<file path="config.mk">
export PLATFORM = sky130hd
export DESIGN_NAME = pwm_cfg_arbiter
export DESIGN_NICKNAME = d
export VERILOG_FILES = /design/src/rtl/pwm_cfg_arbiter.sv
export SDC_FILE = /design/constraint.sdc
export NUM_CORES = 1
export LEC_CHECK = 0
export ABC_AREA = 1
export CORE_ASPECT_RATIO = 0.6
export CORE_MARGIN = 3
export CORE_UTILIZATION = 32
export DETAILED_ROUTE_END_ITERATION = 8
export PLACE_DENSITY = 0.66
export SLEW_MARGIN = 30
export SYNTH_ARGS = -nofsm -noshare
export SYNTH_HDL_FRONTEND = slang
export SYNTH_SLANG_ARGS = --single-unit
</file>
<file path="constraint.sdc">
create_clock -name clk -period 2.3 [get_ports clk]
set_input_delay 0.46 -clock clk [delete_from_list [all_inputs] [get_ports clk]]
set_output_delay 0.46 -clock clk [all_outputs]
set_load 0.005 [all_outputs]
</file>
<file path="src/rtl/pwm_cfg_arbiter.sv">
// pwm_cfg_arbiter: PWM configuration register bank (0x00..0x06) shared between
// the SPI host write port and a duty-cycle ramp engine.
// Build option PWM_CFG_RAMP_EN: when defined, the ramp engine, the 0x05/0x06
// registers and host/ramp round-robin arbitration are present. When undefined,
// the host owns the bank alone and ramp outputs are tied low.
module pwm_cfg_arbiter #(
  parameter int unsigned PRESCALE = 256
) (
  input  logic       clk,
  input  logic       rst,
  input  logic       host_valid,
  input  logic [6:0] host_addr,
  input  logic [7:0] host_data,
  output logic       host_ready,
  output logic [7:0] en_reg_out_7_0,
  output logic [7:0] en_reg_out_15_8,
  output logic [7:0] en_reg_pwm_7_0,
  output logic [7:0] en_reg_pwm_15_8,
  output logic [7:0] pwm_duty_cycle,
  output logic [7:0] ramp_target,
  output logic [7:0] ramp_div,
  output logic       ramp_busy
);

  logic host_wr;
  assign host_wr = host_valid && host_ready;

  // Output/PWM enable registers: written only by the host
  always_ff @(posedge clk) begin
    if (rst) begin
      en_reg_out_7_0  <= 8'h00;
      en_reg_out_15_8 <= 8'h00;
      en_reg_pwm_7_0  <= 8'h00;
      en_reg_pwm_15_8 <= 8'h00;
    end else if (host_wr) begin
      case (host_addr)
        7'h00:   en_reg_out_7_0  <= host_data;
        7'h01:   en_reg_out_15_8 <= host_data;
        7'h02:   en_reg_pwm_7_0  <= host_data;
        7'h03:   en_reg_pwm_15_8 <= host_data;
        default: ;
      endcase
    end
  end

`ifdef PWM_CFG_RAMP_EN
  localparam int CNT_W = $clog2(256 * PRESCALE);

  typedef enum logic [1:0] {IDLE, WAIT, REQ} ramp_st_t;

  ramp_st_t         st;
  logic [CNT_W-1:0] cnt;
  logic [CNT_W-1:0] wait_lim;
  logic             last_ramp;
  logic             ramp_req;
  logic             ramp_win;
  logic [7:0]       duty_step;

  // Move one code toward the target, saturating at the target itself
  function automatic logic [7:0] step_toward(input logic [7:0] cur, input logic [7:0] tgt);
    if (cur < tgt)      return cur + 8'd1;
    else if (cur > tgt) return cur - 8'd1;
    else                return cur;
  endfunction

  // Last WAIT count before a step is requested; tracks ramp_div live
  assign wait_lim  = CNT_W'((32'(ramp_div) + 32'd1) * PRESCALE - 32'd1);
  assign ramp_req  = (st == REQ);
  // On contention the requester not granted most recently wins
  assign ramp_win  = ramp_req && (!host_valid || !last_ramp);
  assign host_ready = !ramp_win;
  assign ramp_busy = (st != IDLE);
  assign duty_step = step_toward(pwm_duty_cycle, ramp_target);

  // Ramp registers, round-robin flag and ramp FSM
  always_ff @(posedge clk) begin
    if (rst) begin
      pwm_duty_cycle <= 8'h00;
      ramp_target    <= 8'h00;
      ramp_div       <= 8'h00;
      st             <= IDLE;
      cnt            <= '0;
      last_ramp      <= 1'b0;
    end else begin
      if (ramp_win)        last_ramp <= 1'b1;
      else if (host_valid) last_ramp <= 1'b0;

      if (host_wr) begin
        case (host_addr)
          7'h04:   pwm_duty_cycle <= host_data;
          7'h05:   ramp_target    <= host_data;
          7'h06:   ramp_div       <= host_data;
          default: ;
        endcase
      end
      if (ramp_win) pwm_duty_cycle <= duty_step;

      case (st)
        IDLE: begin
          if (host_wr && host_addr == 7'h05 && host_data != pwm_duty_cycle) begin
            st  <= WAIT;
            cnt <= '0;
          end
        end
        WAIT: begin
          // >= so a smaller ramp_div written mid-wait still fires promptly
          if (cnt >= wait_lim) st  <= REQ;
          else                 cnt <= cnt + 1'b1;
        end
        REQ: begin
          if (ramp_win) begin
            if (duty_step == ramp_target) begin
              st <= IDLE;
            end else begin
              st  <= WAIT;
              cnt <= '0;
            end
          end
        end
        default: st <= IDLE;
      endcase

      // Host duty overwrite aborts; retarget onto the current duty also ends the ramp
      if (host_wr && st != IDLE) begin
        if (host_addr == 7'h04) st <= IDLE;
        else if (host_addr == 7'h05 && host_data == pwm_duty_cycle) st <= IDLE;
      end
    end
  end
`else
  assign host_ready  = 1'b1;
  assign ramp_target = 8'h00;
  assign ramp_div    = 8'h00;
  assign ramp_busy   = 1'b0;

  // Duty register: host-owned when no ramp engine is built
  always_ff @(posedge clk) begin
    if (rst)                                pwm_duty_cycle <= 8'h00;
    else if (host_wr && host_addr == 7'h04) pwm_duty_cycle <= host_data;
  end
`endif

endmodule

</file>
# After elaboration in Yosys (flattened, before gate mapping)
# Cells that the tools add are included.
totals:
  output_inout_bits: 58
  elab_cells: 15
  regBits: 40
op_classes:
  reduce_logical: 6
  n_eq_ne: 4
ops:
  columns: ["op", "count"]
  rows:
  - ["$eq 7x2->1 const B", 2]
  - ["$reduce_and 2->1", 4]
  - ["$eq 7x1->1 const B", 1]
  - ["$eq 7x3->1 const B", 1]
  - ["$logic_not 7->1", 1]
  - ["$logic_and 1x1->1", 1]

# Logic depth before layout (Yosys ltp)
depth:
  word_depth: 2
  mapped_depth: 8
  ltp_nobuf: 7

# Worst setup path before layout
# OpenSTA, ideal clock, no wires.
synth_path:
  kind: "input-to-reg"
  startpoint: "in host_addr[5]"
  endpoint: "reg en_reg_out_7_0[2]"
  cell_stages: 7
  setup_slack_ns: 1.019
  setup_time_ns: 0.115
  t_arrival_ns: 1.166
  path_buffers: 1
  cell_sequence: "nor2_4 > nand2_2 > nor2_4 > buf_4 > nand3_1 > nand2_1 > nor2_1"
synth_via:
  elab_chain_cells: 2
synth_rtl:
  columns: ["item", "line", "rtl"]
  rows:
  - ["from (decl)", "12", "input logic [6:0] host_addr,"]
  - ["$logic_not 7->1", "36", "case (host_addr)"]
  - ["$reduce_and 2->1 (no source line)", null, null]
  - ["to (signal assigned)", "37", "7'h00: en_reg_out_7_0 <= host_data;"]
  - ["to (decl)", "15", "output logic [7:0] en_reg_out_7_0,"]
# Every way passes these cells.
# A chain may end at the register's enable or synchronous reset.

# Worst setup path in the final report
layout_path:
  startpoint: "in host_addr[5]"
  endpoint: "reg pwm_duty_cycle[2]"
layout_via:
  elab_chain_cells: 2
layout_rtl:
  columns: ["item", "line", "rtl"]
  rows:
  - ["$eq 7x3->1", "139", "else if (host_wr && host_addr == 7'h04) pwm_duty_cycle <= host_data;"]
  - ["$logic_and 1x1->1", "139", null]
  - ["to (signal assigned)", "139", null]
  - ["to (decl)", "19", "output logic [7:0] pwm_duty_cycle,"]
# Every way passes these cells.

==> flow_metrics.py <==
metrics = {
    "run_status": {
        "status": "completed",
    },
    "yosys": {
        "ys_warn_count": 0,
        "synth_flop_cell": "dfxtp_1",
        "ys_ff_latch": 40,
        "synth_seq_area_share": 0.421,
        "ys_async_sr_fraction": 0,
        "synth_commonest_cells": "66 x nor2_1, 44 x nand2_1, 43 x nand3_1",
        "synth-edff-count": 0,
        "synth_top_area_frac": 0.421,
        "syn_area_um2": 1900,
        "synth_most_common_cell": "nor2_1",
        "yosys.area.top_type": "dfxtp_1",
        "synth.area.top_cells": "dfxtp_1 42%, nor2_1 13%, nand3_1 11%",
        "avgSynthCellArea_um2": 7.10,
        "netlist_instances": 268,
        "ys_types": 17,
    },
    "timing": {
        "slew_violations": 0,
        "fin_skew_ns": 0,
        "setup_viol_count_final": 0,
        "period_needed_ns": 1.66,
        "fmax_ghz": 0.603,
        "hold_violations": 0,
        "setup_ws_ns": 0.641,
        "setup_tns_ns": 0,
        "fin_crit_sh": 0.721,
        "rsz0062_at_grt": "no",
    },
    "power": {
        "p_per_area_nw_per_um2": 517,
        "intPower_w": 0.000990,
        "p_comb_frac": 0.101,
        "power.share.sequential": 0.532,
        "power.share.clock": 0.367,
        "p_leak_nw": 1.02,
        "netSwitchingPower_w": 0.000320,
        "sw_frac_of_total": 0.244,
        "irDropWorstVdd_mv": 0.213,
    },
    "routing": {
        "routed_wl_um": 4810,
        "dr.first_iter.drc_count": 96,
        "drtPass1Iterations": 4,
        "antenna_left": 0,
        "wl_per_cell_um": 11.9,
        "vias": 1759,
        "viasPerCell": 4.36,
        "drc_errors": 0,
    },
    "critical_path": {
        "required_ns": 2.49,
        "cp_max_fo": 32,
        "r2r-end": "pwm_duty_cycle[5]",
        "r2r-start": "pwm_duty_cycle[5]",
        "critPathKind": "primary input to flop",
        "rrSetupSlack_ns": 1.69,
        "critical_path.endpoint_type": "flop",
        "critPathLaunchType": "primary input",
        "ff2ff_path_depth": 2,
        "arrival_ns": 1.85,
        "crit_start": "host_addr[5]",
    },
    "final_layout": {
        "area_growth_pct": 33.1,
        "n_fill_cell": 578,
        "finalNetCount": 340,
        "drive_gt1_frac": 0.0650,
        "diodes": 0,
    },
    "place": {
        "portBuffers": 57,
        "gp_congestion": 0.785,
        "dp_hpwl_um": 3510,
        "pre_cts_ws_ns": 0.356,
    },
    "min_path": {
        "holdPathEnd": "pwm_duty_cycle[3]",
        "min_path_cells": 2,
        "worstHoldStart": "pwm_duty_cycle[3]",
        "hold_class": "flop to flop",
    },
    "die": {
        "core_um2": 5650,
        "rows": 21,
        "die_w_um": 106,
        "dieArea_um2": 6940,
        "pin_count": 76,
        "start_util": 0.337,
        "die_h_um": 65.7,
    },
    "global_route": {
        "grt_pass1_wl_um": 7770,
        "grtUsageTotal": 0.144,
        "grt_max_degree": 41,
        "antenna_found_initial": 0,
        "grt.overflow.total": 0,
        "grt_pass1_vias": 1585,
    },
    "cts": {
        "post_cts_buffers": 0,
        "root_buffer": "clkbuf_8",
        "hold_buffers": 0,
        "clock_path_buffers": 2,
        "numClockSinks": 40,
        "numCtsBuffers": 5,
        "cts_tree": "done",
        "clk_pin_slew_worst_paths_ns": 0.08,
        "post_cts_resized": 0,
        "clk_latency_ns": 0.29,
        "htreeDepth": 2,
    },
    "flow_run": {
        "max-cap-violations": 0,
    },
}
==> critical path: stages <==
cell and delay [ns]:
clkdlybuf4s50_1 0.44, nor2_4 0.16, nand2_2 0.12, nor2_4 0.11, buf_4 0.30, nand3_1 0.13
nand2_1 0.08, nor2_1 0.04
==> kinds of logic after synthesis <==
group                  count (synthesis)  synth area share
AOI/OAI and AO/OA                     16            0.0421
buffers and inverters                 45             0.145
DFF                                   40             0.421
other                                  2           0.00395
and+or+nand+nor                      165             0.389
==> flip-flops by register name, indices dropped and copies added (netlist names) <==
name,cells
en_reg_out_15_8,8
en_reg_out_7_0,8
en_reg_pwm_15_8,8
en_reg_pwm_7_0,8
pwm_duty_cycle,8
==> routing by layer <==
metal  GRT usage  vias up  wire (µm)
met5           0        -          0
li1            -      918          -
met3      0.0569        6        405
met4      0.0485        0         55
met2       0.194       56       1970
met1       0.207      779       2380
==> placed cells by master, fill, tap and decap left out, drive strengths merged <==
master,count
a21oi,16
buf,3
clkbuf,8
clkdlybuf4s50,57
conb,18
dfxtp,40
inv,16
nand2,46
nand3,43
nand3b,1
nor2,75
==> power groups by stage <==
stage / registers (W) / logic, W / clock network [W]
after floorplan: 0.000713 / 0.0000990 / 0
after global placement: 0.000713 / 0.000129 / 0
after detailed placement: 0.000713 / 0.000131 / 0
after CTS: 0.000696 / 0.000132 / 0.000496
after global routing: 0.000697 / 0.000148 / 0.000521
final: 0.000696 / 0.000132 / 0.000481
==> worst max path at each step <==
stage                              to  depth (start not counted)
floorplan           en_reg_out_7_0[2]                          7
global placement    pwm_duty_cycle[4]                          8
detailed placement  pwm_duty_cycle[0]                          8
CTS                 pwm_duty_cycle[2]                          8
global route        pwm_duty_cycle[2]                          8
finish              pwm_duty_cycle[2]                          8
==> metrics by stage <==
stage | util | total power, W | instance area (µm²) | hold slack, ns | instances
2_1_floorplan | - | 0.000812 | 1960 | 0.475 | 284
5_1_grt | 0.449 | 0.00137 | 2530 | 0.510 | 403
3_5_place_dp | 0.433 | 0.000844 | 2440 | 0.473 | 395
3_3_place_gp | 0.433 | 0.000841 | 2440 | 0.466 | 395
4_1_cts | 0.449 | 0.00132 | 2530 | 0.491 | 403
6_report | 0.449 | 0.00131 | 2530 | 0.486 | 403
==> area by class of cell <==
type / count / area (µm²) / area share
multi-input cells: 199 / 887 / 0.350
flip-flops and latches: 40 / 801 / 0.316
repair buffers: 60 / 593 / 0.234
well taps: 80 / 100 / 0.0395
clock buffers: 8 / 90.1 / 0.0356
inverters: 16 / 62.6 / 0.0247
No activity file was read; power rests on OpenSTA's default activity.
